## src/rtl/control_unit.sv

```systemverilog
// control_unit: instruction sequencer for venera_cpu_1.
// Fetches 8-bit instructions from the shared memory, decodes them and drives the
// accumulator load strobe, the ALU strobe and memory writes. Sole master of the memory port.
//
// Instruction: [7:5] opcode, [4:0] address A.
//   000 LDA  001 STA  010 ADD  011 SUB  100 JMP  101 JZ  110 NOP  111 HLT
//
// Ports:
//   i_clk, i_reset           clock, synchronous active-high reset
//   o_mem_addr/o_mem_rd      read request (held until i_mem_rvalid)
//   i_mem_rvalid/i_mem_rdata read response
//   o_mem_wr/o_mem_wdata     single-cycle write of the accumulator
//   i_acc_data               current accumulator value
//   o_acc_mem_valid/_data    load accumulator from memory operand
//   o_alu_valid/o_alu_op/o_alu_operand  ALU ADD(0)/SUB(1) result into accumulator
//   o_pc, o_halt, o_error    program counter, halted, memory timeout
//
// Optional feature: define CU_MEM_TIMEOUT_EN to halt with o_error=1 when a read
// has waited 16 cycles without i_mem_rvalid.

`timescale 1ns / 1ps

module control_unit #(
  parameter int unsigned ADDR_W = 5
) (
  input  logic              i_clk,
  input  logic              i_reset,
  output logic [ADDR_W-1:0] o_mem_addr,
  output logic              o_mem_rd,
  input  logic              i_mem_rvalid,
  input  logic [7:0]        i_mem_rdata,
  output logic              o_mem_wr,
  output logic [7:0]        o_mem_wdata,
  input  logic [7:0]        i_acc_data,
  output logic              o_acc_mem_valid,
  output logic [7:0]        o_acc_mem_data,
  output logic              o_alu_valid,
  output logic              o_alu_op,
  output logic [7:0]        o_alu_operand,
  output logic [ADDR_W-1:0] o_pc,
  output logic              o_halt,
  output logic              o_error
);

  typedef enum logic [2:0] {StFetch, StDecode, StExecRd, StExecWr, StHalt} state_e;

  localparam logic [2:0] OpLda = 3'b000;
  localparam logic [2:0] OpSta = 3'b001;
  localparam logic [2:0] OpAdd = 3'b010;
  localparam logic [2:0] OpSub = 3'b011;
  localparam logic [2:0] OpJmp = 3'b100;
  localparam logic [2:0] OpJz  = 3'b101;
  localparam logic [2:0] OpNop = 3'b110;
  localparam logic [2:0] OpHlt = 3'b111;

  state_e            state_q, state_d;
  logic [ADDR_W-1:0] pc_q, pc_d;
  logic [7:0]        ir_q, ir_d;
  logic [2:0]        opcode;
  logic [ADDR_W-1:0] operand_addr;

  assign opcode       = ir_q[7:5];
  assign operand_addr = ir_q[ADDR_W-1:0];

`ifdef CU_MEM_TIMEOUT_EN
  logic [3:0] wait_cnt_q, wait_cnt_d;
  logic       err_q, err_d;
  logic       timeout;
  // Counter has already seen 15 empty cycles and this one is empty too.
  assign timeout = (wait_cnt_q == 4'd15) && !i_mem_rvalid;
`endif

  // State register
  always_ff @(posedge i_clk) begin
    if (i_reset) begin
      state_q    <= StFetch;
      pc_q       <= '0;
      ir_q       <= '0;
`ifdef CU_MEM_TIMEOUT_EN
      wait_cnt_q <= '0;
      err_q      <= 1'b0;
`endif
    end else begin
      state_q    <= state_d;
      pc_q       <= pc_d;
      ir_q       <= ir_d;
`ifdef CU_MEM_TIMEOUT_EN
      wait_cnt_q <= wait_cnt_d;
      err_q      <= err_d;
`endif
    end
  end

  // Next-state logic
  always_comb begin
    state_d = state_q;
    pc_d    = pc_q;
    ir_d    = ir_q;
`ifdef CU_MEM_TIMEOUT_EN
    err_d   = err_q;
`endif
    unique case (state_q)
      StFetch: begin
        if (i_mem_rvalid) begin
          ir_d    = i_mem_rdata;
          pc_d    = pc_q + ADDR_W'(1);
          state_d = StDecode;
`ifdef CU_MEM_TIMEOUT_EN
        end else if (timeout) begin
          err_d   = 1'b1;
          state_d = StHalt;
`endif
        end
      end
      StDecode: begin
        unique case (opcode)
          OpLda, OpAdd, OpSub: state_d = StExecRd;
          OpSta:               state_d = StExecWr;
          OpJmp: begin
            pc_d    = operand_addr;
            state_d = StFetch;
          end
          OpJz: begin
            if (i_acc_data == 8'h00) pc_d = operand_addr;
            state_d = StFetch;
          end
          OpNop:               state_d = StFetch;
          OpHlt:               state_d = StHalt;
          default:             state_d = StFetch;
        endcase
      end
      StExecRd: begin
        if (i_mem_rvalid) begin
          state_d = StFetch;
`ifdef CU_MEM_TIMEOUT_EN
        end else if (timeout) begin
          err_d   = 1'b1;
          state_d = StHalt;
`endif
        end
      end
      StExecWr: state_d = StFetch;
      StHalt:   state_d = StHalt;
      default:  state_d = StFetch;
    endcase
  end

`ifdef CU_MEM_TIMEOUT_EN
  // Any state change is an entry into a new wait window; only read states count.
  always_comb begin
    wait_cnt_d = wait_cnt_q;
    if (state_d != state_q) begin
      wait_cnt_d = '0;
    end else if ((state_q == StFetch || state_q == StExecRd) && !i_mem_rvalid) begin
      wait_cnt_d = wait_cnt_q + 4'd1;
    end
  end
  assign o_error = err_q;
`else
  assign o_error = 1'b0;
`endif

  // Output logic; write and load strobes are suppressed while reset is asserted.
  always_comb begin
    o_mem_addr      = pc_q;
    o_mem_rd        = 1'b0;
    o_mem_wr        = 1'b0;
    o_acc_mem_valid = 1'b0;
    o_alu_valid     = 1'b0;
    o_halt          = 1'b0;
    unique case (state_q)
      StFetch: begin
        o_mem_addr = pc_q;
        o_mem_rd   = 1'b1;
      end
      StExecRd: begin
        o_mem_addr = operand_addr;
        o_mem_rd   = 1'b1;
        if (i_mem_rvalid && !i_reset) begin
          if (opcode == OpLda) o_acc_mem_valid = 1'b1;
          else                 o_alu_valid     = 1'b1;
        end
      end
      StExecWr: begin
        o_mem_addr = operand_addr;
        o_mem_wr   = !i_reset;
      end
      StHalt:   o_halt = 1'b1;
      default:  ;
    endcase
  end

  assign o_mem_wdata    = i_acc_data;
  assign o_acc_mem_data = i_mem_rdata;
  assign o_alu_operand  = i_mem_rdata;
  assign o_alu_op       = ir_q[5];  // 010 ADD / 011 SUB differ only in bit 5
  assign o_pc           = pc_q;

endmodule

```

## config.mk

```make
export PLATFORM = sky130hd
export DESIGN_NAME = control_unit
export DESIGN_NICKNAME = d
export VERILOG_FILES = /design/src/rtl/control_unit.sv
export SDC_FILE = /design/constraint.sdc
export NUM_CORES = 1
export LEC_CHECK = 0
export CORE_MARGIN = 2
export CORE_UTILIZATION = 30
export CTS_BUF_LIST = sky130_fd_sc_hd__clkbuf_8
export CTS_CLUSTER_SIZE = 10
export DETAILED_ROUTE_END_ITERATION = 12
export GPL_ROUTABILITY_DRIVEN = 1
export MAX_ROUTING_LAYER = met4
export PLACE_DENSITY = 0.69
export SYNTH_ARGS = -nofsm -noshare
export SYNTH_HDL_FRONTEND = slang
export SYNTH_SLANG_ARGS = --single-unit
```

## constraint.sdc

```tcl
create_clock -name i_clk -period 3.2 [get_ports i_clk]
set_input_delay 0.48 -clock i_clk [delete_from_list [all_inputs] [get_ports i_clk]]
set_output_delay 0.48 -clock i_clk [all_outputs]
set_load 0.02 [all_outputs]
```

-- After elaboration in Yosys (flattened, before gate mapping)
Cells that the tools add are included.
- register bits after elaboration: 16
- output and inout bits: 41
- add/subtract/negate cells: 1
- equal/unequal tests: 15
- muxes and demuxes: 18
- reductions and logical operators: 13
- operator list (cell ; number):
    $pmux W3 S4 ; 2
    $pmux W5 S2 ; 2
    $eq A3 B3 Y1 const B ; 5
    $mux W5 ; 3
    $eq A3 B2 Y1 const B ; 4
    $mux W1 ; 9
    $logic_not A8 Y1 ; 1
    $eq A3 B1 Y1 const B ; 2
    $logic_not A3 Y1 ; 2
    $mux W3 ; 2
    $reduce_or A3 Y1 ; 2
    $add A5 B1 Y5 const B ; 1
    $ne A2 B2 Y1 const B ; 2
    $reduce_and A2 Y1 ; 2
    $reduce_and A4 Y1 ; 1
    $reduce_or A2 Y1 ; 2
    $ne A3 B2 Y1 const B ; 1
    $ne A3 B3 Y1 const B ; 1
    $reduce_bool A2 Y1 ; 1
    $logic_and A1 B1 Y1 ; 1
    $logic_not A1 Y1 ; 1

-- Depth between registers and ports, before layout
Gate-level depths: netlist of the first run.
- word-level depth: 4
- depth in mapped cells: 6
- mapped depth without buffers: 5

-- Worst setup path before layout of the first run
Ideal clock, no wire load.
- path type: flip-flop to output port
- start: register state_q[2]
- end: output o_mem_addr[0]
- arrival: 1306 ps
- data required time: 2720 ps
- path slack: 1414 ps
- stages on the path, launching flop included: 4
- buffers on the path: 1
- cells stage by stage: dfxtp_1 -> buf_1 -> nand2b_1 -> mux2_1
- word-level cells in the longest chain between the ends: 3
- elaborated cells on any way between the ends: 4
- those cells by class: 2 x eq/ne; 1 x mux; 1 x reduce/logical
- ends and longest elaborated chain (item ; line ; text):
    start, declared ; 56 ; state_e state_q, state_d;
    start signal, assigned ; 76 ; state_q <= StFetch;
    start signal, assigned ; 84 ; state_q <= state_d;
    $eq A3 B2 Y1 ; 171 ; unique case (state_q)
    $reduce_or A2 Y1 (no line) * ; - ;
    $mux W5 * ; 171 ;
    end, declared ; 28 ; output logic [ADDR_W-1:0] o_mem_addr,
Every way passes the cells marked *; elsewhere a longest branch is shown, timed or not.

-- Worst setup path after layout of the first run
- start: input i_mem_rvalid
- end: output o_acc_mem_valid
- word-level cells in the longest chain between the ends: 3
- ends and longest elaborated chain (item ; line ; text):
    start, declared ; 30 ; input logic i_mem_rvalid,
    $logic_and A1 B1 Y1 ; 179 ; if (i_mem_rvalid && !i_reset) begin
    $mux W1 ; 179 ;
    $mux W1 ; 171 ;
    end, declared ; 35 ; output logic o_acc_mem_valid,
Every way passes these cells.

==> reports/qor.yml, run 1 <==
outcome:
  status: "finished, final reports clean"
final_layout:
  final_nets: 191
  final_cell_mix: "clkdlybuf4s50_1, nand2_1, dfxtp_1"
  drive_gt1_frac: 0.0471
  fin_area_mm2: 0.00159
  syn_to_final_growth_pct: 43.3
  antenna_cells: 0
  final_common_cell: "clkdlybuf4s50_1"
setup_path:
  rrSetupSlack_ns: 1.42
  slowest_stage: "clkdlybuf4s50_1"
  startpoint_type: "input pin"
  path_cells: "clkdlybuf4s50_1, nor2b_1, nand3_1, nor2b_1, clkdlybuf4s50_1"
  r2r-start: "state_q[0]"
  arrival_ns: 2.11
  slowest_delay_ns: 0.61
  endpoint_kind: "output port"
  cp.required_ns: 2.72
  ff2ff_path_depth: 4
  critPathKind: "input pin to output port"
  r2r_end: "o_pc[3]"
  critPathMaxFanout: 4
grt:
  grtUsageTotal: 0.139
  antenna_found_initial: 0
  grt_overflow: 0
  grt_max_degree: 18
  grt_pass1_wl_mm: 4.33
  first_global_vias: 979
sta:
  max_slew_margin: 0.540
  setup_tns_ns: 0
  period_share: 0.810
  fmax_ghz: 0.386
  tightest_slew_ns: 0.687
  finalSetupViolations: 0
  finalClockSkew_ns: 0.00273
  finalHoldViolCount: 0
  period_needed_ns: 2.59
  setup_ws_ns: 0.609
  rsz0062_at_grt: "no"
  slew_viol_final: 0
yosys:
  synthAdderAreaFrac: 0.0113
  ys_ff_latch: 16
  synth_mux_area_frac: 0.0688
  synth_nets: 159
  synth_cells: 139
  synth_top_family_by_area: "simple AND/OR/NAND/NOR gates"
  synth_xor_area_frac: 0
  synth_compound_area_frac: 0.166
  yosysSeqAreaShare: 0.289
  synth-simple-area-share: 0.257
  yosysWarnings: 0
  synth_area_mm2: 0.00111
  synth_cell_types: 36
  syn_area_per_cell_um2: 7.98
drt:
  via_per_inst: 4.86
  detail_route.wl_per_cell_um: 12.9
  dr.pass1.iters: 4
  drtAntennaViolNets: 0
  drcViolationCount: 0
  wl_mm: 2.82
  drt_iter0_drc: 11
  vias: 1059
hold_path:
  min_to: "ir_q[1]"
  whs_path_depth: 2
  hold_path_class: "register to register"
  min_from: "ir_q[1]"
die:
  fp.dieW_um: 64.8
  placementRows: 22
  die_area_mm2: 0.00420
  ios: 60
  start_util: 0.307
  coreArea_mm2: 0.00361
  die_h_um: 64.8
placed_design:
  hpwl_mm: 2.15
  gp_congestion: 0.821
  placed_area_mm2: 0.00153
  place_ws_ns: 0.613
  io_buffers: 58
cts:
  cts_root_buf: "clkbuf_8"
  cts_resized: 0
  cts_tree: "done"
  cts.sinks: 16
  cts.clk_slew.worst_paths_ns: 0.06
  cts_inserted_buffers: 3
  ctsHtreeMaxLevel: 1
  cts-hold-fix-buffers: 0
  clk_latency_ns: 0.25
  cts_max_path_buffers: 2
  post-cts-setup-buffers: 0
pwr:
  pwr_density_cell_mw_per_mm2: 368
  leakagePower_nw: 0.568
  max-vdd-ir-drop_mv: 0.139
flow_run:
  maxCapViolCount: 0
==> flip-flops by register name (all words and copies together) (netlist names) <==
name / count
o_pc: 5
ir_q: 8
state_q: 3
==> kinds of logic after synthesis <==
| family | count (synthesis) |
|---|---|
| AND/OR/NAND/NOR | 53 |
| other | 1 |
| adder cells (fa/ha/maj) | 1 |
| buffers and inverters | 33 |
| flip-flops | 16 |
| multiplexers | 7 |
| AO/OA/AOI/OAI | 28 |
==> per-stage QoR <==
stage / utilization / hold slack, ns / power, mW / cells
6_report: 0.441 / 0.471 / 0.585 / 218
5_1_grt: 0.441 / 0.500 / 0.612 / 218
4_1_cts: 0.441 / 0.474 / 0.588 / 218
3_5_place_dp: 0.425 / 0.467 / 0.408 / 214
3_3_place_gp: 0.425 / 0.460 / 0.405 / 214
2_1_floorplan: - / 0.445 / 0.343 / 139
==> report_power, final <==
group | internal (mW) | total (mW) | switching (mW)
clock network | 0.109 | 0.181 | 0.0718
logic | 0.0872 | 0.175 | 0.0873
registers | 0.211 | 0.229 | 0.0174
==> metal layers <==
metal / global-route usage / vias to the layer above / wire, um
li1: - / 525 / -
met1: 0.153 / 477 / 1180
met2: 0.241 / 52 / 1380
met3: 0.0226 / 5 / 200
met4: 0.0718 / 0 / 55
met5: - / - / 0
==> critical path: cells and delay by family <==
| kind | cells | cell delay [ns] |
|---|---|---|
| buf+inv | 2 | 1.13 |
| simple gates | 3 | 0.49 |
==> how the worst max path moves through the flow <==
| stage | endpoint | depth (start not counted) | slack [ns] | start |
|---|---|---|---|---|
| 3_5_place_dp | o_acc_mem_valid | 5 | 0.61 | i_mem_rvalid |
| 4_1_cts | o_acc_mem_valid | 5 | 0.61 | i_mem_rvalid |
| 3_3_place_gp | o_acc_mem_valid | 5 | 0.67 | i_mem_rvalid |
| 6_report | o_acc_mem_valid | 5 | 0.61 | i_mem_rvalid |
| 5_1_grt | o_acc_mem_valid | 5 | 0.51 | i_mem_rvalid |
| 2_1_floorplan | o_mem_addr[0] | 3 | 1.41 | state_q[2] |
==> final cells by class <==
cell class	count	area (um^2)
multi-input cells	90	562
clock buffers	4	55.1
repair buffers	59	588
flip-flops and latches	16	320
fillers	360	2020
well taps	48	60.1
inverters	1	3.75
==> Yosys cell counts, drive strengths merged <==
cell / instances / area [um^2]
nor3b: 5 / 42.5
nand4b: 1 / 8.76
clkbuf: 2 / 7.51
ha: 1 / 12.5
mux2: 5 / 56.3
o311ai: 3 / 26.3
nor2: 7 / 26.3
o21ai: 2 / 10.0
inv: 1 / 3.75
a31oi: 2 / 12.5
o21a: 1 / 7.51
nor4: 2 / 12.5
a2111oi: 1 / 15.0
a211oi: 1 / 7.51
nand2: 18 / 67.6
a21oi: 13 / 65.1
a211o: 1 / 8.76
a311oi: 1 / 8.76
and3b: 1 / 8.76
buf: 30 / 215
mux2i: 2 / 20.0
nor3: 6 / 35.0
conb: 1 / 3.75
and3: 1 / 6.26
or3b: 1 / 8.76
nand2b: 3 / 18.8
nand3: 3 / 15.0
dfxtp: 16 / 320
o31ai: 3 / 22.5
or4b: 1 / 10.0
nor2b: 4 / 25.0
No activity file was read; power rests on OpenSTA's default activity.
==> inputs of run 2 (changes only) <==
--- a/config.mk
+++ b/config.mk
@@ -12,7 +12,7 @@
 export DETAILED_ROUTE_END_ITERATION = 12
 export GPL_ROUTABILITY_DRIVEN = 1
 export MAX_ROUTING_LAYER = met4
-export PLACE_DENSITY = 0.69
+export PLACE_DENSITY = 0.72
 export SYNTH_ARGS = -nofsm -noshare
 export SYNTH_HDL_FRONTEND = slang
 export SYNTH_SLANG_ARGS = --single-unit
==> constraint.sdc (replaced) <==
create_clock -name i_clk -period 2.3 [get_ports i_clk]
set_input_delay 0.345 -clock i_clk [delete_from_list [all_inputs] [get_ports i_clk]]
set_output_delay 0.345 -clock i_clk [all_outputs]
set_load 0.02 [all_outputs]
==> run 2 against run 1 <==
- sequential cell count stayed put
- clock skew grew 0.0047 ns
- core utilization grew 0.73 points
- sequential power rose by 38%
- worst hold slack worse by 0.00069 ns
- critical path depth stayed put
- cell count increased by 1.8%
- clock power is 16% higher
- die area stayed put
- via count up 2.2%
- non-clock buffer count increased by 5
- critical path type unchanged
- critical endpoint is now o_alu_valid
- largest cell class unchanged
- highest routed layer unchanged
==> reports/qor.yml, run 2 (synthesis gave the netlist of run 1 again) <==
cts:
  cts_inserted_buffers: 3
  cts_tree: "done"
  cts.clk_slew.worst_paths_ns: 0.07
  cts_max_path_buffers: 2
  clk_latency_ns: 0.25
  cts_root_buf: "clkbuf_8"
  post-cts-setup-buffers: 0
  cts.sinks: 16
  ctsHtreeMaxLevel: 1
pwr:
  p_total_mw: 0.778
  pwr-share-comb: 0.324
  power_frac_seq: 0.406
  p_clk_frac: 0.270
  switchingPower_mw: 0.241
  leakagePower_nw: 0.605
  switching_share: 0.310
  pwr_density_cell_mw_per_mm2: 482
  internal_power_mw: 0.537
  max-vdd-ir-drop_mv: 0.188
grt:
  grtUsageTotal: 0.136
  first_global_vias: 963
  grt_overflow: 0
  antenna_found_initial: 0
  grt_max_degree: 18
  grt_pass1_wl_mm: 4.38
final_layout:
  syn_to_final_growth_pct: 45.7
  largest_reg_flops: 8
  drive_gt1_frac: 0.0690
  fin_area_mm2: 0.00162
  final_common_cell: "clkdlybuf4s50_1"
  antenna_cells: 0
  final_cell_mix: "clkdlybuf4s50_1, nand2_1, dfxtp_1"
  fillers: 364
  final_nets: 196
  top_register: "ir_q"
placed_design:
  place_ws_ns: 0.125
  hpwl_mm: 2.04
  gp_congestion: 0.802
  io_buffers: 58
  placed_area_mm2: 0.00157
sta:
  fmax_ghz: 0.462
  setup_ws_ns: 0.134
  finalClockSkew_ns: 0.00739
  finalHoldViolCount: 0
  hold_ws_ns: 0.471
  period_share: 0.942
  period_needed_ns: 2.17
  rsz0062_at_grt: "no"
  slew_viol_final: 0
  setup_tns_ns: 0
  finalSetupViolations: 0
  max_slew_margin: 0.632
  tightest_slew_ns: 0.549
setup_path:
  endpoint_kind: "output port"
  cp.required_ns: 1.96
  startpoint_type: "input pin"
  critPathKind: "input pin to output port"
  arrival_ns: 1.82
  critPathMaxFanout: 2
drt:
  wl_mm: 2.73
  drtAntennaViolNets: 0
  drt_iter0_drc: 34
  vias: 1082
  via_per_inst: 4.87
  dr.pass1.iters: 4
  detail_route.wl_per_cell_um: 12.3
  drcViolationCount: 0
flow_run:
  maxCapViolCount: 0
outcome:
  status: "finished, final reports clean"
die:
  ios: 60
  placementRows: 22
  die_area_mm2: 0.00420
  coreArea_mm2: 0.00361
  fp.dieW_um: 64.8
  start_util: 0.307
  die_h_um: 64.8
hold_path:
  hold_path_class: "register to register"
==> run 2: cell count changes in the layout (fill, tap and decap cells not counted) <==
cell             delta
dlymetal6s2s_1      +1
buf_4               +5
clkdlybuf4s50_1     -1
clkbuf_8            -1
==> run 2: final cells by class <==
class	count	area [um^2]	area share
repair buffers	64	628	0.389
multi-input cells	90	562	0.348
flip-flops and latches	16	320	0.198
well taps	48	60.1	0.0372
clock buffers	3	41.3	0.0256
inverters	1	3.75	0.00232
==> run 2: timing repair <==
action	4_1_cts	5_1_grt
gates resized for setup	0	1
setup endpoints to repair	0	1
hold buffers	0	0
==> run 2: worst paths after layout <==
path,slack [ns],end,startpoint,cells after the start
hold / removal,0.47,ir_q[1],ir_q[1],2
setup reg to reg,0.68,o_pc[0],state_q[1],5
hold reg to reg,0.47,ir_q[1],ir_q[1],2
setup / recovery,0.13,o_alu_valid,i_mem_rvalid,5
==> run 2: power by group through the flow <==
stage	Sequential (mW)	Combinational (mW)	Clock, mW
global route	0.318	0.270	0.227
CTS	0.316	0.255	0.212
floorplan	0.321	0.155	0
finish	0.316	0.252	0.210
detailed placement	0.322	0.253	0
global placement	0.321	0.251	0
==> run 2: per-stage QoR <==
step	util	cells
after floorplan	-	139
after global placement	0.436	219
after detailed placement	0.436	219
after CTS	0.447	222
after global routing	0.448	222
final	0.448	222
==> run 2: worst max-delay path, stage by stage <==
cell and delay (ns):
clkdlybuf4s50_1 0.47, nor2b_1 0.17, nand3_1 0.12, nor2_1 0.12
clkdlybuf4s50_1 0.60
==> run 2: layer usage <==
metal	GRT usage	share of wire	up-vias
met5	-	0	-
met4	0.0585	0.014	0
met3	0.0347	0.089	2
met2	0.215	0.46	46
met1	0.163	0.44	493
li1	-	-	541
==> inputs of run 3 (changes only) <==
--- a/config.mk
+++ b/config.mk
@@ -6,13 +6,12 @@
 export NUM_CORES = 1
 export LEC_CHECK = 0
 export CORE_MARGIN = 2
-export CORE_UTILIZATION = 30
+export CORE_UTILIZATION = 35
 export CTS_BUF_LIST = sky130_fd_sc_hd__clkbuf_8
-export CTS_CLUSTER_SIZE = 10
 export DETAILED_ROUTE_END_ITERATION = 12
 export GPL_ROUTABILITY_DRIVEN = 1
 export MAX_ROUTING_LAYER = met4
-export PLACE_DENSITY = 0.72
+export PLACE_DENSITY = 0.81
 export SYNTH_ARGS = -nofsm -noshare
 export SYNTH_HDL_FRONTEND = slang
 export SYNTH_SLANG_ARGS = --single-unit
==> run 3 against run 2 <==
- clock skew down 0.0041 ns
- cell count down 2.3%
- non-clock buffer count down 1
- setup slack better by 0.078 ns
- sequential share of layout area up 0.12 points
- final area down 0.62%
- first-iteration DRC count down 71%
- count of clock-buffer cells in the layout unchanged
- sequential power about the same
- critical path type is now register to output port
- largest cell class unchanged
==> reports/qor.yml, run 3 (synthesis gave the netlist of run 1 again) <==
sta:
  rsz0062_at_grt: "no"
  period_needed_ns: 2.09
  slew_viol_final: 0
  setup_tns_ns: 0
  finalSetupViolations: 0
  period_share: 0.908
  finalHoldViolCount: 0
  fmax_ghz: 0.479
  max_slew_margin: 0.530
  finalClockSkew_ns: 0.00327
  tightest_slew_ns: 0.701
  hold_ws_ns: 0.467
cts:
  cts.sinks: 16
  cts_inserted_buffers: 3
  cts_max_path_buffers: 2
  ctsHtreeMaxLevel: 1
  cts_resized: 0
  cts-hold-fix-buffers: 0
  cts_tree: "done"
  post-cts-setup-buffers: 0
  cts.clk_slew.worst_paths_ns: 0.06
  clk_latency_ns: 0.25
  cts_root_buf: "clkbuf_8"
drt:
  drcViolationCount: 0
  vias: 1097
  detail_route.wl_per_cell_um: 12.9
  drt_iter0_drc: 10
  wl_mm: 2.79
  drtAntennaViolNets: 0
  via_per_inst: 5.06
  dr.pass1.iters: 4
flow_run:
  maxCapViolCount: 0
placed_design:
  gp_congestion: 0.787
  hpwl_mm: 2.14
  placed_area_mm2: 0.00156
  io_buffers: 58
grt:
  grtUsageTotal: 0.159
  top_usage_layer: "met2"
  antenna_found_initial: 0
  first_global_vias: 973
  use_met1: 0.190
  grt_pass1_wl_mm: 4.16
  use_met2: 0.258
  grt_max_degree: 18
  grt_overflow: 0
  grt_use_met3: 0.0173
die:
  die_area_mm2: 0.00363
  start_util: 0.366
  die_h_um: 60.3
  fp.dieW_um: 60.3
  ios: 60
  coreArea_mm2: 0.00303
  placementRows: 20
final_layout:
  postLayoutCoreUtil: 0.530
  final_nets: 195
  fin_area_mm2: 0.00161
  syn_to_final_growth_pct: 44.8
  antenna_cells: 0
  final_common_cell: "clkdlybuf4s50_1"
  final_cell_mix: "clkdlybuf4s50_1, nand2_1, dfxtp_1"
  largest_reg_flops: 8
  drive_gt1_frac: 0.0636
  top_register: "ir_q"
hold_path:
  hold_path_class: "register to register"
pwr:
  switching_share: 0.308
  internal_power_mw: 0.536
  p_clk_frac: 0.269
  pwr-share-comb: 0.324
  switchingPower_mw: 0.239
  power_frac_seq: 0.407
  pwr_density_cell_mw_per_mm2: 483
  leakagePower_nw: 0.619
  max-vdd-ir-drop_mv: 0.285
setup_path:
  critPathMaxFanout: 5
  rrSetupSlack_ns: 0.50
  critPathKind: "register to output port"
  cp.required_ns: 1.96
  slowest_stage: "clkdlybuf4s50_1"
  slowest_delay_ns: 0.55
  path_cells: "nand2b_1, mux2_1, clkdlybuf4s50_1"
  startpoint_type: "register"
  endpoint_kind: "output port"
  arrival_ns: 1.74
outcome:
  status: "finished, final reports clean"
## run 3: cell count changes in the layout (fill, tap and decap cells not counted)
| cell | previous run | this run |
|---|---|---|
| buf_4 | 6 | 5 |
| dlymetal6s2s_1 | 1 | 2 |
| clkdlybuf4s50_1 | 57 | 56 |
## run 3: layout make-up
class	instances	area [um^2]
multi-input cells	90	562
fillers	282	1420
inverters	1	3.75
well taps	44	55.1
clock buffers	3	41.3
repair buffers	63	623
flip-flops and latches	16	320
## run 3: layer usage
metal	vias to the layer above	part of all wire
met2	53	0.49
met3	4	0.066
met4	0	0.015
li1	535	-
met5	-	0
met1	505	0.43
## run 3: final timing paths
check	startpoint	end	cells past startpoint
worst min register to register	ir_q[2]	ir_q[2]	2
worst max-delay path	state_q[2]	o_mem_addr[1]	3
worst min-delay path	ir_q[2]	ir_q[2]	2
worst max register to register	state_q[0]	o_pc[3]	4
## run 3: worst max-delay path: cells and delay by family (launching register included)
family	cells	cell delay (ns)
buffers and inverters	1	0.55
AND/OR/NAND/NOR	1	0.26
multiplexers	1	0.36
flip-flops	1	0.32
## run 3: stage by stage
step	std cells	worst slack (ns)	total power, mW
after floorplan	139	0.649	0.477
after global placement	214	0.0980	0.566
after detailed placement	214	0.104	0.572
after CTS	217	0.0841	0.781
after global routing	217	0.120	0.813
final	217	0.212	0.775
## run 3: power by group through the flow
| stage | logic [mW] | registers [mW] | clock network (mW) |
|---|---|---|---|
| floorplan | 0.155 | 0.321 | 0 |
| global placement | 0.246 | 0.320 | 0 |
| detailed placement | 0.251 | 0.321 | 0 |
| CTS | 0.253 | 0.315 | 0.213 |
| global route | 0.269 | 0.318 | 0.227 |
| finish | 0.251 | 0.315 | 0.208 |
